===== src/rtl/ai_act_result_packer_if.sv =====
// Bundle of the element input stream, packed-word output stream and status
// lines of the activation result packer. The master side is the producer /
// consumer environment; the slave side is the packer itself.
interface ai_act_result_packer_if #(
  parameter int XLEN = 64
);
  logic            in_valid;
  logic [XLEN-1:0] in_data;
  logic            in_overflow;
  logic            in_underflow;
  logic            flush;
  logic            clear_err;
  logic            out_valid;
  logic            out_ready;
  logic [XLEN-1:0] out_data;
  logic [1:0]      out_mask;
  logic            out_last;
  logic [1:0]      out_flags;
  logic [15:0]     elem_count;
  logic            drop_err;
  logic [7:0]      drop_count;
  logic            busy;

  modport master (
    output in_valid, in_data, in_overflow, in_underflow, flush, clear_err, out_ready,
    input  out_valid, out_data, out_mask, out_last, out_flags,
           elem_count, drop_err, drop_count, busy
  );

  modport slave (
    input  in_valid, in_data, in_overflow, in_underflow, flush, clear_err, out_ready,
    output out_valid, out_data, out_mask, out_last, out_flags,
           elem_count, drop_err, drop_count, busy
  );
endinterface


===== src/rtl/ai_act_result_packer.sv =====
// Packs pairs of activation results into wide words and buffers them in a
// small FIFO that drains over ready/valid. The producer cannot be stalled, so
// words that arrive while the FIFO is full are dropped and counted.
module ai_act_result_packer #(
  parameter int XLEN       = 64,
  parameter int DATA_WIDTH = 32,
  parameter int FIFO_DEPTH = 4
) (
  input logic                      clk,
  input logic                      rst,
  ai_act_result_packer_if.slave    bus
);
  localparam int AW = $clog2(FIFO_DEPTH);

  // Packing register (lo half waiting for its partner)
  logic [DATA_WIDTH-1:0] r_lo_data;
  logic                  r_lo_ovf;
  logic                  r_lo_unf;
  logic                  r_half_pending;

  // FIFO storage and pointers; the extra pointer bit separates full from empty
  logic [XLEN-1:0] r_mem_data  [FIFO_DEPTH];
  logic [1:0]      r_mem_mask  [FIFO_DEPTH];
  logic            r_mem_last  [FIFO_DEPTH];
  logic [1:0]      r_mem_flags [FIFO_DEPTH];
  logic [AW:0]     r_wr_ptr;
  logic [AW:0]     r_rd_ptr;

  logic [15:0] r_elem_count;
  logic        r_drop_err;
  logic [7:0]  r_drop_count;

  logic            w_push;
  logic [XLEN-1:0] w_word;
  logic [1:0]      w_mask;
  logic            w_last;
  logic [1:0]      w_flags;
  logic            w_latch;
  logic            w_empty;
  logic            w_full;
  logic            w_pop;
  logic            w_write;
  logic            w_drop;
  logic            w_unused_hi;

  logic [DATA_WIDTH-1:0] w_in_elem;
  assign w_in_elem   = bus.in_data[DATA_WIDTH-1:0];
  assign w_unused_hi = ^bus.in_data[XLEN-1:DATA_WIDTH];

  assign w_empty = (r_wr_ptr == r_rd_ptr);
  assign w_full  = (r_wr_ptr[AW] != r_rd_ptr[AW]) &&
                   (r_wr_ptr[AW-1:0] == r_rd_ptr[AW-1:0]);
  assign w_pop   = !w_empty && bus.out_ready;
  assign w_latch = bus.in_valid && !r_half_pending && !bus.flush;
  assign w_write = w_push && (!w_full || w_pop);
  assign w_drop  = w_push && w_full && !w_pop;

  // Word assembly: a completing element wins over a bare flush
  always_comb begin
    w_push  = 1'b0;
    w_word  = '0;
    w_mask  = 2'b00;
    w_last  = 1'b0;
    w_flags = 2'b00;
    if (bus.in_valid && r_half_pending) begin
      w_push  = 1'b1;
      w_word  = {w_in_elem, r_lo_data};
      w_mask  = 2'b11;
      w_last  = bus.flush;
      w_flags = {r_lo_ovf | bus.in_overflow, r_lo_unf | bus.in_underflow};
    end else if (bus.in_valid && bus.flush) begin
      w_push  = 1'b1;
      w_word  = {{DATA_WIDTH{1'b0}}, w_in_elem};
      w_mask  = 2'b01;
      w_last  = 1'b1;
      w_flags = {bus.in_overflow, bus.in_underflow};
    end else if (bus.flush && r_half_pending) begin
      w_push  = 1'b1;
      w_word  = {{DATA_WIDTH{1'b0}}, r_lo_data};
      w_mask  = 2'b01;
      w_last  = 1'b1;
      w_flags = {r_lo_ovf, r_lo_unf};
    end else if (bus.flush) begin
      w_push  = 1'b1;
      w_last  = 1'b1;
    end
  end

  // Lo-half data capture; payload needs no reset, half_pending qualifies it
  always_ff @(posedge clk) begin
    if (w_latch) begin
      r_lo_data <= w_in_elem;
      r_lo_ovf  <= bus.in_overflow;
      r_lo_unf  <= bus.in_underflow;
    end
  end

  // FIFO payload write; entries are only read while the FIFO is non-empty
  always_ff @(posedge clk) begin
    if (w_write) begin
      r_mem_data[r_wr_ptr[AW-1:0]]  <= w_word;
      r_mem_mask[r_wr_ptr[AW-1:0]]  <= w_mask;
      r_mem_last[r_wr_ptr[AW-1:0]]  <= w_last;
      r_mem_flags[r_wr_ptr[AW-1:0]] <= w_flags;
    end
  end

  // Control state: packing flag, pointers, counters and drop tracking
  always_ff @(posedge clk) begin
    if (rst) begin
      r_half_pending <= 1'b0;
      r_wr_ptr       <= '0;
      r_rd_ptr       <= '0;
      r_elem_count   <= '0;
      r_drop_err     <= 1'b0;
      r_drop_count   <= '0;
    end else begin
      if (w_latch)     r_half_pending <= 1'b1;
      else if (w_push) r_half_pending <= 1'b0;

      if (w_write) r_wr_ptr <= r_wr_ptr + 1'b1;
      if (w_pop)   r_rd_ptr <= r_rd_ptr + 1'b1;

      if (bus.in_valid && (r_elem_count != 16'hFFFF))
        r_elem_count <= r_elem_count + 16'd1;

      if (w_drop) begin
        r_drop_err <= 1'b1;
        if (bus.clear_err)
          r_drop_count <= 8'd1;
        else if (r_drop_count != 8'hFF)
          r_drop_count <= r_drop_count + 8'd1;
      end else if (bus.clear_err) begin
        r_drop_err   <= 1'b0;
        r_drop_count <= '0;
      end
    end
  end

  assign bus.out_valid  = !w_empty;
  assign bus.out_data   = w_empty ? '0    : r_mem_data[r_rd_ptr[AW-1:0]];
  assign bus.out_mask   = w_empty ? 2'b00 : r_mem_mask[r_rd_ptr[AW-1:0]];
  assign bus.out_last   = w_empty ? 1'b0  : r_mem_last[r_rd_ptr[AW-1:0]];
  assign bus.out_flags  = w_empty ? 2'b00 : r_mem_flags[r_rd_ptr[AW-1:0]];
  assign bus.elem_count = r_elem_count;
  assign bus.drop_err   = r_drop_err;
  assign bus.drop_count = r_drop_count;
  assign bus.busy       = r_half_pending | !w_empty;
endmodule


===== src/flat_wrapper.sv =====
// flat-port wrapper written by rule: the top's interface ports become plain ports
module ai_act_result_packer_flat 
#(
  parameter int XLEN       = 64,
  parameter int DATA_WIDTH = 32,
  parameter int FIFO_DEPTH = 4
)
  (clk, rst, bus_in_valid, bus_in_data, bus_in_overflow, bus_in_underflow, bus_flush, bus_clear_err, bus_out_ready, bus_out_valid, bus_out_data, bus_out_mask, bus_out_last, bus_out_flags, bus_elem_count, bus_drop_err, bus_drop_count, bus_busy);
  ai_act_result_packer_if #(.XLEN(XLEN)) bus_i ();
  input logic clk;
  input logic rst;
  input wire logic [$bits(bus_i.in_valid)-1:0] bus_in_valid;
  input wire logic [$bits(bus_i.in_data)-1:0] bus_in_data;
  input wire logic [$bits(bus_i.in_overflow)-1:0] bus_in_overflow;
  input wire logic [$bits(bus_i.in_underflow)-1:0] bus_in_underflow;
  input wire logic [$bits(bus_i.flush)-1:0] bus_flush;
  input wire logic [$bits(bus_i.clear_err)-1:0] bus_clear_err;
  input wire logic [$bits(bus_i.out_ready)-1:0] bus_out_ready;
  output wire logic [$bits(bus_i.out_valid)-1:0] bus_out_valid;
  output wire logic [$bits(bus_i.out_data)-1:0] bus_out_data;
  output wire logic [$bits(bus_i.out_mask)-1:0] bus_out_mask;
  output wire logic [$bits(bus_i.out_last)-1:0] bus_out_last;
  output wire logic [$bits(bus_i.out_flags)-1:0] bus_out_flags;
  output wire logic [$bits(bus_i.elem_count)-1:0] bus_elem_count;
  output wire logic [$bits(bus_i.drop_err)-1:0] bus_drop_err;
  output wire logic [$bits(bus_i.drop_count)-1:0] bus_drop_count;
  output wire logic [$bits(bus_i.busy)-1:0] bus_busy;
  assign bus_i.in_valid = bus_in_valid;
  assign bus_i.in_data = bus_in_data;
  assign bus_i.in_overflow = bus_in_overflow;
  assign bus_i.in_underflow = bus_in_underflow;
  assign bus_i.flush = bus_flush;
  assign bus_i.clear_err = bus_clear_err;
  assign bus_i.out_ready = bus_out_ready;
  assign bus_out_valid = bus_i.out_valid;
  assign bus_out_data = bus_i.out_data;
  assign bus_out_mask = bus_i.out_mask;
  assign bus_out_last = bus_i.out_last;
  assign bus_out_flags = bus_i.out_flags;
  assign bus_elem_count = bus_i.elem_count;
  assign bus_drop_err = bus_i.drop_err;
  assign bus_drop_count = bus_i.drop_count;
  assign bus_busy = bus_i.busy;
  ai_act_result_packer #(.XLEN(XLEN), .DATA_WIDTH(DATA_WIDTH), .FIFO_DEPTH(FIFO_DEPTH)) u_core (.clk(clk), .rst(rst), .bus(bus_i));
endmodule

===== config.mk =====
export PLATFORM = sky130hd
export DESIGN_NAME = ai_act_result_packer_flat
export DESIGN_NICKNAME = d
export VERILOG_FILES = /design/src/rtl/ai_act_result_packer_if.sv /design/src/rtl/ai_act_result_packer.sv /design/src/flat_wrapper.sv
export SDC_FILE = /design/constraint.sdc
export NUM_CORES = 1
export LEC_CHECK = 0
export ABC_AREA = 1
export BUFFER_PORTS_ARGS = -buffer_cell sky130_fd_sc_hd__buf_4
export CAP_MARGIN = 20
export CORE_MARGIN = 2
export CORE_UTILIZATION = 55
export CTS_BUF_LIST = sky130_fd_sc_hd__clkbuf_8
export DETAILED_ROUTE_END_ITERATION = 10
export GPL_TIMING_DRIVEN = 0
export MAX_ROUTING_LAYER = met4
export PLACE_DENSITY = 0.79
export SETUP_SLACK_MARGIN = 0.3
export SLEW_MARGIN = 20
export SYNTH_ARGS = -nofsm -noshare
export SYNTH_HDL_FRONTEND = slang
export SYNTH_SLANG_ARGS = --single-unit

===== constraint.sdc =====
create_clock -name clk -period 4.7 [get_ports clk]
set_input_delay 0.94 -clock clk [delete_from_list [all_inputs] [get_ports clk]]
set_output_delay 0.94 -clock clk [all_outputs]
set_load 0.05 [all_outputs]

==> impl_metrics.json <==
{
  "slew_viol_final": 0,
  "hold_viol": 0,
  "worst_pin_slew_ps": 827,
  "grt_max_degree": 23,
  "swShare_pct": 34.2,
  "net-switching-power_mw": 2.72,
  "synth_top_area_share_pct": 63.6,
  "synth_nets": 1410,
  "htree_num_levels": 2,
  "pin_count": 168,
  "synth_ff_type": "edfxtp_1",
  "crit_chain": "inv_2, nand2_1, nand2_1, nor2_1, nand2_1, clkbuf_1, nand2_1, inv_1, buf_4",
  "path_class": "reg2out",
  "portBuffers": 135,
  "setup_viol": 0,
  "fin_crit_sh_pct": 78.6,
  "initial_utilization_pct": 56.1,
  "grtUsageTotal_pct": 26.3,
  "yosys.area.top_type": "edfxtp_1",
  "drive_above_1_share_pct": 18.2,
  "synth_enable_flop_cells": 310,
  "gp_congestion": 0.895,
  "fmax_mhz": 271,
  "crit_path_end_kind": "output pin",
  "antenna_found_initial": 0,
  "grt_pass1_vias": 10443,
  "synth_xor_area_share_pct": 0.599,
  "fp.dieW_um": 167,
  "root_buffer": "clkbuf_8",
  "worstSkewPairLatency_ps": 580,
  "num_vias": 10777,
  "violations": "design-rule violations",
  "syn-instance-count": 1331,
  "netlist_top_cells_area": "edfxtp_1 64%, nor2_1 7.9%, dfxtp_1 4.7%, nand2_1 4.3%, o32ai_1 4.1%",
  "yosysWarningCount": 0,
  "diodes": 0,
  "internal_power_mw": 5.24,
  "synthMuxAreaShare_pct": 0,
  "drt_wl_total_um": 36100,
  "first_pass_iters": 10,
  "max_stage_delay_ps": 530,
  "postPlaceCellArea_um2": 16500,
  "combPwrFrac_pct": 27.5,
  "cts_hold_buf": 0,
  "dieArea_um2": 27900,
  "tns_ps": 0,
  "dieHeight_um": 167,
  "ys_ff_latch": 344,
  "maxCapViolCount": 0,
  "grt_pass1_wl_um": 55700,
  "finalPower_mw": 7.95,
  "status": "finished with violations",
  "tritoncts": "built",
  "cts_setup_buffers": 0,
  "final_util_pct": 66.8,
  "fp-row-count": 59,
  "arrival_ps": 2750,
  "cts_buffers": 52,
  "clock_sinks": 344,
  "clk_path_buf_depth": 3,
  "peakVddDrop_mv": 0.294,
  "max_slew_margin_pct": 44.6,
  "synth-simple-area-share_pct": 15.1,
  "coreArea_um2": 26100,
  "layout.cells.most_common_list": "310 x edfxtp_1, 303 x nor2_1, 166 x nand2_1",
  "drc": 2,
  "post_cts_resized": 0,
  "syn_area_um2": 14600,
  "min_path_type": "reg2reg",
  "ys_types": 38,
  "placedCellCount": 1817,
  "avgRoutedWirePerCell_um": 18.9,
  "clk_pin_slew_ps": 60,
  "critPathLaunchType": "flip-flop",
  "crit_top_cell": "nand2_1",
  "seq_power_share_pct": 44.5,
  "drtIter0Drc": 1181,
  "fin_skew_ps": 21.7,
  "powerDensity_nw_per_um2": 457,
  "p_leak_nw": 6.98,
  "synth_compound_gate_area_share_pct": 9.50,
  "area_growth_syn_to_layout_pct": 18.9,
  "synthAdderAreaFrac_pct": 0.599,
  "overflow": 0,
  "worst_path_max_delay_cell": "clkbuf_1",
  "final_common_cell": "edfxtp_1",
  "p_clk_share_pct": 28.0,
  "ant_nets": 0,
  "synth-seq-area-share_pct": 68.3,
  "fin_area_um2": 17400,
  "synthArstFlopShare_pct": 0,
  "period_minus_slack_ps": 3690,
  "rsz0062_at_grt": "false",
  "place_hpwl_um": 24100,
  "worstPathRequired_ps": 3760,
  "via_per_inst": 5.65,
  "synth_top_family_by_area": "simple AND/OR/NAND/NOR gates",
  "syn_avg_cell_area_um2": 11.0,
  "nets": 1615,
  "instances_no_fill": 1909,
  "cp_max_fo": 10
}
power groups by stage:
stage | Sequential (mW) | Combinational [mW] | Clock [mW]
final | 3.54 | 2.19 | 2.23
after global routing | 3.55 | 2.32 | 2.36
after CTS | 3.54 | 2.19 | 2.24
after detailed placement | 3.60 | 2.18 | 0
after global placement | 3.62 | 2.09 | 0
after floorplan | 3.61 | 1.42 | 0
Yosys cell counts (2+ instances only):
master and count:
edfxtp_1 310, nor2_1 307, nand2_1 166, inv_1 127, o21ai_0 77, o32ai_1 69, a21oi_1 52, nor3_1 39
clkbuf_1 34, dfxtp_1 34, buf_2 28, nand3_1 14, a21oi_2 9, buf_4 7, ha_1 7, xnor2_1 6
inv_2 5, nand2_2 4, xor2_1 4, buf_1 3, nand3_2 3, nand4_1 3, nor2_2 3, o21ai_1 3
buf_6 2, nor3b_1 2, or2_2 2
worst max-delay path, delay by kind of cell (launching register included):
| family | cells | cell delay (ps) |
|---|---|---|
| flops | 1 | 360 |
| buf+inv | 4 | 950 |
| simple gates | 5 | 860 |
cells by family (layout without fill, tap and decap cells):
kind of cell	count (synthesis)	count (layout)
compound gates	215	215
xor+xnor	10	10
fa+ha+maj	7	7
buf+inv	208	451
flops	344	344
simple gates	547	547
final timing paths:
check | startpoint | endpoint | slack [ps] | cells past startpoint
hold reg to reg | u_core.bus.drop_err | u_core.bus.drop_err | 490 | 2
setup / recovery | u_core.r_wr_ptr[1] | bus_out_data[28] | 1010 | 9
hold / removal | u_core.bus.drop_err | u_core.bus.drop_err | 490 | 2
setup reg to reg | u_core.r_half_pending | u_core.r_mem_data[1][23] | 2300 | 8
final cells by class:
| class | count | area, um^2 |
|---|---|---|
| clock buffer | 55 | 757 |
| timing repair buffer | 151 | 1380 |
| multi-input combinational | 779 | 3810 |
| clock inverter | 37 | 175 |
| buffer | 74 | 354 |
| inverter | 134 | 507 |
| fill | 1926 | 8660 |
| tap | 335 | 419 |
| sequential | 344 | 9990 |
sequential cells by signal, summed over array words and instances, names as in the netlist, named ones only:
signal	flops
u_core.r_mem_flags	8
u_core.r_rd_ptr	3
u_core.r_lo_data	32
u_core.bus.drop_err	1
u_core.r_lo_unf	1
u_core.bus.elem_count	16
u_core.r_wr_ptr	3
u_core.r_lo_ovf	1
u_core.bus.drop_count	8
u_core.r_mem_data	256
u_core.r_mem_last	4
u_core.r_half_pending	1
u_core.r_mem_mask	8
metrics by stage:
step,worst slack [ps],hold WS [ps]
after global placement,-2680,458
after detailed placement,1540,466
after floorplan,-39.3,476
final,1010,490
after CTS,1090,493
after global routing,841,513
per-layer routing:
layer / part of all wire [%] / vias up / GRT usage, %
met5: 0 / - / -
met3: 8.6 / 78 / 4.92
met1: 40 / 5143 / 33.4
met2: 49 / 559 / 42.8
met4: 2.8 / 0 / 9.00
li1: - / 4997 / -
Note: power is estimated with default switching activity, not from simulation.
